==> config.mk <==
export PLATFORM = sky130hd
export DESIGN_NAME = sync_fifo_pro
export DESIGN_NICKNAME = d
export VERILOG_FILES = /design/src/rtl/sync_fifo_pro.sv
export SDC_FILE = /design/constraint.sdc
export NUM_CORES = 1
export LEC_CHECK = 0
export BUFFER_PORTS_ARGS = -buffer_cell sky130_fd_sc_hd__buf_2
export CAP_MARGIN = 20
export CELL_PAD_IN_SITES_DETAIL_PLACEMENT = 0
export CELL_PAD_IN_SITES_GLOBAL_PLACEMENT = 1
export CORE_ASPECT_RATIO = 1.75
export CORE_MARGIN = 2
export CORE_UTILIZATION = 54
export DETAILED_ROUTE_END_ITERATION = 7
export GPL_TIMING_DRIVEN = 0
export PLACE_DENSITY = 0.83
export SETUP_SLACK_MARGIN = 0.5
export SLEW_MARGIN = 20
export SYNTH_ARGS = -nofsm -noshare
export SYNTH_HDL_FRONTEND = slang
export SYNTH_SLANG_ARGS = --single-unit
==> constraint.sdc <==
create_clock -name clk -period 5.5 [get_ports clk]
set_clock_uncertainty 0.05 [all_clocks]
set_input_delay 0.55 -clock clk [delete_from_list [all_inputs] [get_ports clk]]
set_output_delay 0.55 -clock clk [all_outputs]
set_load 0.03 [all_outputs]
==> src/rtl/sync_fifo_pro.sv <==
// sync_fifo_pro: parametrised single-clock FIFO with any integer depth,
// almost-full/almost-empty thresholds, a level output, sticky error flags
// and simultaneous read/write when full.
//
// Optional feature macro: SYNC_FIFO_PRO_FWFT_EN
//   undefined : standard mode, data_out registered and loaded on an accepted read
//   defined   : first-word-fall-through, data_out shows the head word while !empty
//
// Ports
//   clk, rst_n          clock, asynchronous active-low reset
//   wr_en, data_in      write request and data
//   rd_en               read request (FWFT: pop of the head word)
//   err_clr             synchronous clear of ovf_sticky/udf_sticky
//   data_out, data_valid read data and its qualifier
//   wr_ack              previous-cycle write accepted (pulse)
//   overflow, underflow previous-cycle write/read rejected (pulse)
//   ovf_sticky, udf_sticky  error flags held until err_clr
//   full, empty, almostfull, almostempty  combinational from level
//   level               number of stored words
module sync_fifo_pro #(
    parameter int unsigned FIFO_WIDTH    = 16,
    parameter int unsigned FIFO_DEPTH    = 8,
    parameter int unsigned AFULL_THRESH  = FIFO_DEPTH - 1,
    parameter int unsigned AEMPTY_THRESH = 1,
    localparam int unsigned PTR_W        = $clog2(FIFO_DEPTH),
    localparam int unsigned LVL_W        = $clog2(FIFO_DEPTH + 1)
) (
    input  logic                  clk,
    input  logic                  rst_n,
    input  logic                  wr_en,
    input  logic [FIFO_WIDTH-1:0] data_in,
    input  logic                  rd_en,
    input  logic                  err_clr,
    output logic [FIFO_WIDTH-1:0] data_out,
    output logic                  data_valid,
    output logic                  wr_ack,
    output logic                  overflow,
    output logic                  underflow,
    output logic                  ovf_sticky,
    output logic                  udf_sticky,
    output logic                  full,
    output logic                  empty,
    output logic                  almostfull,
    output logic                  almostempty,
    output logic [LVL_W-1:0]      level
);

    logic [FIFO_WIDTH-1:0] mem [FIFO_DEPTH];
    logic [PTR_W-1:0]      wr_ptr;
    logic [PTR_W-1:0]      rd_ptr;
    logic [FIFO_WIDTH-1:0] dout_q;
    logic                  rd_acc;
    logic                  wr_acc;
    logic                  wr_rej;
    logic                  rd_rej;

    // A write into a full FIFO is allowed when a read frees the head slot
    // on the same edge.
    assign rd_acc = rd_en && !empty;
    assign wr_acc = wr_en && (!full || rd_acc);
    assign wr_rej = wr_en && !wr_acc;
    assign rd_rej = rd_en && !rd_acc;

    // Status flags derived from the stored-word count
    assign full        = (level == LVL_W'(FIFO_DEPTH));
    assign empty       = (level == '0);
    assign almostfull  = (32'(level) >= AFULL_THRESH);
    assign almostempty = (level != '0) && (32'(level) <= AEMPTY_THRESH);

    // Storage array; contents survive reset
    always_ff @(posedge clk) begin
        if (wr_acc) begin
            mem[wr_ptr] <= data_in;
        end
    end

    // Pointers and level; explicit wrap so non-power-of-two depths work
    always_ff @(posedge clk or negedge rst_n) begin
        if (!rst_n) begin
            wr_ptr <= '0;
            rd_ptr <= '0;
            level  <= '0;
        end else begin
            if (wr_acc) begin
                wr_ptr <= (wr_ptr == PTR_W'(FIFO_DEPTH - 1)) ? '0 : wr_ptr + PTR_W'(1);
            end
            if (rd_acc) begin
                rd_ptr <= (rd_ptr == PTR_W'(FIFO_DEPTH - 1)) ? '0 : rd_ptr + PTR_W'(1);
            end
            case ({wr_acc, rd_acc})
                2'b10:   level <= level + LVL_W'(1);
                2'b01:   level <= level - LVL_W'(1);
                default: level <= level;
            endcase
        end
    end

    // Handshake pulses and sticky errors; a new event wins over err_clr
    always_ff @(posedge clk or negedge rst_n) begin
        if (!rst_n) begin
            wr_ack     <= 1'b0;
            overflow   <= 1'b0;
            underflow  <= 1'b0;
            ovf_sticky <= 1'b0;
            udf_sticky <= 1'b0;
        end else begin
            wr_ack     <= wr_acc;
            overflow   <= wr_rej;
            underflow  <= rd_rej;
            ovf_sticky <= wr_rej || (ovf_sticky && !err_clr);
            udf_sticky <= rd_rej || (udf_sticky && !err_clr);
        end
    end

    // Last word popped; also the hold value of data_out
    always_ff @(posedge clk or negedge rst_n) begin
        if (!rst_n) begin
            dout_q <= '0;
        end else if (rd_acc) begin
            dout_q <= mem[rd_ptr];
        end
    end

`ifdef SYNC_FIFO_PRO_FWFT_EN
    // Head word falls through whenever something is stored
    assign data_out   = empty ? dout_q : mem[rd_ptr];
    assign data_valid = !empty;
`else
    logic valid_q;

    // Valid for exactly the cycle after an accepted read
    always_ff @(posedge clk or negedge rst_n) begin
        if (!rst_n) begin
            valid_q <= 1'b0;
        end else begin
            valid_q <= rd_acc;
        end
    end

    assign data_out   = dout_q;
    assign data_valid = valid_q;
`endif

endmodule
==> impl_summary.log <==
INFO  metric grt_setup_unrepaired = false
INFO  metric part_of_the_power_in_the_clock_network = 27.3%
INFO  metric power.ir.vdd_worst = 359 uV
INFO  metric final_max_slew_viol_count = 0
INFO  metric timing.slew.headroom = a little under two fifths
INFO  metric power_report.internal_total = around 2.7 mW
INFO  metric initial_utilization = 55.1%
INFO  metric clockBufferDepth = 2
INFO  metric combinational_family_with_the_most_area_after_synthesis = multiplexers
INFO  metric areaGrowthSynthToFinish = 18.5%
INFO  metric dp_hpwl = between 9000 and 10,000 um
INFO  metric route.detailed.drc = 0
INFO  metric clkSinkCount = 160
INFO  metric timing.final.crit_period = roughly 2800 ps
INFO  metric synthAdderAreaFrac = under 10%
INFO  metric postSynthRegisterBits = 160
INFO  metric cts_tree = done
INFO  metric worst-endpoint-required = 5570 ps
INFO  metric post-route-period-util = approximately half
INFO  metric drt.antenna.violating_nets = 0
INFO  metric finalHoldViolCount = 0
INFO  metric slew_worst_pin = approximately 930 ps
INFO  metric synthMuxAreaShare = between 10% and 20%
INFO  metric final_cell_area = 0.00752 mm^2
INFO  metric reg2reg_from = level[0]$_DFFE_PN0P_
INFO  metric r2r_cells = 9
INFO  metric avgSynthCellArea = approximately 16 um^2
INFO  metric cap_violations = 0
INFO  metric comb_power_share = 32.7%
INFO  metric path_buf_inv = 4
INFO  metric worstPathMaxFanout = 10
INFO  metric floorplan.rows = between 50 and 60
INFO  metric outcome = complete, no violations
INFO  metric start_kind = flop
INFO  metric port-buffer-count = 48
INFO  metric r2r-end = mem[1][1]$_DFFE_PP_
INFO  metric cellPowerDensity = between 500 and 600 mW/mm^2
INFO  metric post-cts-setup-buffer-count = 0
INFO  metric crit_type = flop to flop
INFO  metric grt_pass1_vias = slightly below 4,000
INFO  metric avgViaCountPerCell = between 5 and 6
INFO  metric antenna_found_initial = 0
INFO  metric path_delay_family = simple AND/OR/NAND/NOR gates
INFO  metric power.net_switching = approximately 1.4 mW
INFO  metric post_drt_wl_per_cell = roughly 21 um
INFO  metric synth_compound_gate_area_share = around 5.2%
INFO  metric grt.overflow.total = 0
INFO  metric p_total = 4.12 mW
INFO  metric finish.net_count = roughly 500
INFO  metric synth_nets = 431
INFO  metric swShare = between 30% and 40%
INFO  metric cts_hold_repair.buffers = 0
INFO  metric pin_count = 51
INFO  metric inserted_diodes = 0
INFO  metric synth_area = ~0.0063 mm^2
INFO  metric cts_repair_resize_count = 0
INFO  metric grt_first_pass_wirelength = approximately 20,000 um
INFO  metric critical_path.cell_chain = inv_1, ha_1, nand3b_1, o21ai_1, inv_1, nand2_1, nor3_2, buf_6, buf_6
INFO  metric post_route_cells_drive_above_1_share = a little under a quarter
INFO  metric gr-usage-all-layers = a little under a quarter
INFO  metric cts_root_buf = sky130_fd_sc_hd__clkbuf_16
INFO  metric max_clock_freq = ~350 MHz
INFO  metric final_core_utilization = 65.3%
INFO  metric fin_tns_setup = 0 ps
INFO  metric floorplan.die.height = between 100 and 150 um
INFO  metric stdcell_count = approximately 630
INFO  metric dominantRegCellSynth = sky130_fd_sc_hd__edfxtp_1
INFO  metric gp_congestion = a little under 0.8
INFO  metric synth-xor-area-share = less than 1%
INFO  metric holdCritPathClass = primary input to async pin
INFO  metric p_leak = between 2 and 3 nW
INFO  metric ctsHtreeMaxLevel = 4
INFO  metric die_area = ~0.013 mm^2
INFO  metric n_fill_cell = 830
INFO  metric drt_first_iter_violations = between 200 and 250
INFO  metric timing.final.setup_violations = 0
INFO  metric drt_wl_total = 13,400 um
INFO  metric clk_pin_slew = roughly 60 ps
INFO  metric setup.worst_path.end_class = flop
INFO  metric reg2reg_setup_slack = around 2700 ps
INFO  metric tritoncts.num_buffers = 17
INFO  metric die_boundary_width = roughly 86 um
INFO  metric ys_async_sr_fraction = between 20% and 30%
INFO  metric dpl.cell_count = 600
INFO  metric yosys.cell_types.count = 39
INFO  metric vias = between 3,000 and 4,000
INFO  metric max_stage_delay = 510 ps
INFO  metric critical-path-slowest-cell = sky130_fd_sc_hd__nor3_2
INFO  metric core-area = approximately 0.012 mm^2
INFO  metric synth_edf_count = about 130
INFO  metric later_pin_clock_latency_in_the_skew_report = slightly above 400 ps
INFO  metric placed_cell_area = between 0.006 and 0.007 mm^2
INFO  metric pwr-share-seq = roughly two fifths
INFO  metric synth-seq-area-share = 73.2%
INFO  metric yosysWarningCount = 0
INFO  metric grt_max_degree = 33
INFO  metric post_synth_and_or_nand_nor_area_fraction = 6.92%
INFO  metric firstDrtPassIters = 4
INFO  metric synth_cells = between 400 and 500
INFO  metric cp_data_arrival_time = 2890 ps
[routing by layer]
metal | share of wire [%] | up-vias | track usage, % | wire length, um
li1 | - | 1681 | - | -
met1 | 37 | 1811 | 24.6 | 4920
met2 | 56 | 117 | 40.3 | 7430
met3 | 4.8 | 32 | 6.74 | 639
met4 | 3.0 | 0 | 9.68 | 398
met5 | 0 | - | 0 | 0
[metrics by stage]
stage               hold WS, ps  worst slack [ps]
floorplan                   204              2180
global placement            405               890
detailed placement          408              2660
CTS                         226              2650
global route                242              2470
finish                      198              2680
[layout by cell type (no fill, tap or decap), drive strengths merged]
cell	n
nand4	1
xnor2	2
edfxtp	128
nor3b	2
ha	7
clkinvlp	5
a2111oi	1
mux2	1
nor4	1
nand3	16
xor2	2
mux2i	65
and3	1
or2b	1
inv	6
clkinv	3
a22oi	32
buf	72
nand3b	1
nand2b	5
dfrtp	32
a21o	5
or3	2
clkbuf	36
o21ai	4
nor4b	1
and2	2
bufinv	1
nor3	7
o211ai	1
or4	1
nor2	7
nor2b	2
o221ai	1
nand2	43
[registers in the layout (all words and copies together) (netlist names)]
register / cells
data_out: 16
data_valid: 1
level: 4
mem: 128
overflow: 1
ovf_sticky: 1
rd_ptr: 3
udf_sticky: 1
underflow: 1
wr_ack: 1
wr_ptr: 3
[synthesized netlist by cell type (2+ instances only)]
master                       n  area, um^2
sky130_fd_sc_hd__edfxtp_1  128        3840
sky130_fd_sc_hd__mux2i_1    65         651
sky130_fd_sc_hd__nand2_1    43         161
sky130_fd_sc_hd__a22oi_1    32         240
sky130_fd_sc_hd__dfrtp_1    32         801
sky130_fd_sc_hd__nand3_1    16        80.1
sky130_fd_sc_hd__clkbuf_1   11        41.3
sky130_fd_sc_hd__ha_1        7        87.6
sky130_fd_sc_hd__nor2_1      7        26.3
sky130_fd_sc_hd__nor3_1      7        35.0
sky130_fd_sc_hd__inv_1       6        22.5
sky130_fd_sc_hd__buf_2       5        25.0
sky130_fd_sc_hd__nand2b_1    5        31.3
sky130_fd_sc_hd__a21o_1      4        30.0
sky130_fd_sc_hd__buf_1       3        11.3
sky130_fd_sc_hd__and2_1      2        12.5
sky130_fd_sc_hd__nor2b_1     2        12.5
sky130_fd_sc_hd__nor3b_1     2        15.0
sky130_fd_sc_hd__o21ai_0     2        10.0
sky130_fd_sc_hd__o21ai_1     2        10.0
sky130_fd_sc_hd__or3_1       2        12.5
sky130_fd_sc_hd__xnor2_1     2        17.5
sky130_fd_sc_hd__xor2_1      2        17.5
[how the worst max path moves through the flow]
stage	cells after the start	slack (ps)	to	from
finish	9	2680	mem[1][1]$_DFFE_PP_	level[0]$_DFFE_PN0P_
global route	9	2470	mem[1][8]$_DFFE_PP_	level[0]$_DFFE_PN0P_
CTS	9	2650	mem[1][1]$_DFFE_PP_	level[0]$_DFFE_PN0P_
detailed placement	8	2660	mem[5][0]$_DFFE_PP_	level[0]$_DFFE_PN0P_
global placement	5	890	mem[0][0]$_DFFE_PP_	level[0]$_DFFE_PN0P_
floorplan	5	2180	mem[0][0]$_DFFE_PP_	level[0]$_DFFE_PN0P_
[cells by family (layout without fill, tap and decap cells)]
| logic type | after synthesis | in the layout |
|---|---|---|
| buffers and inverters | 29 | 123 |
| muxes | 66 | 66 |
| and+or+nand+nor | 93 | 93 |
| DFF | 160 | 160 |
| xor gates and xnor gates | 4 | 4 |
| AOI/OAI and AO/OA | 44 | 44 |
| adders and majority gates | 7 | 7 |
[power groups by stage]
stage	sequential (mW)	clock [mW]	combinational, mW
finish	1.65	1.12	1.35
global placement	1.67	0	1.27
floorplan	1.82	0	0.757
CTS	1.65	1.13	1.36
global route	1.68	1.19	1.45
detailed placement	1.68	0	1.35
[area by class of cell]
cell class | instances | area, um^2 | area share [%]
sequential | 160 | 4640 | 61.8
multi-input combinational | 214 | 1590 | 21.1
clock buffer | 24 | 503 | 6.69
timing repair buffer | 62 | 392 | 5.21
tap | 135 | 169 | 2.25
buffer | 22 | 118 | 1.56
clock inverter | 8 | 77.6 | 1.03
inverter | 7 | 26.3 | 0.350
No activity file was read; power rests on OpenSTA's default activity.
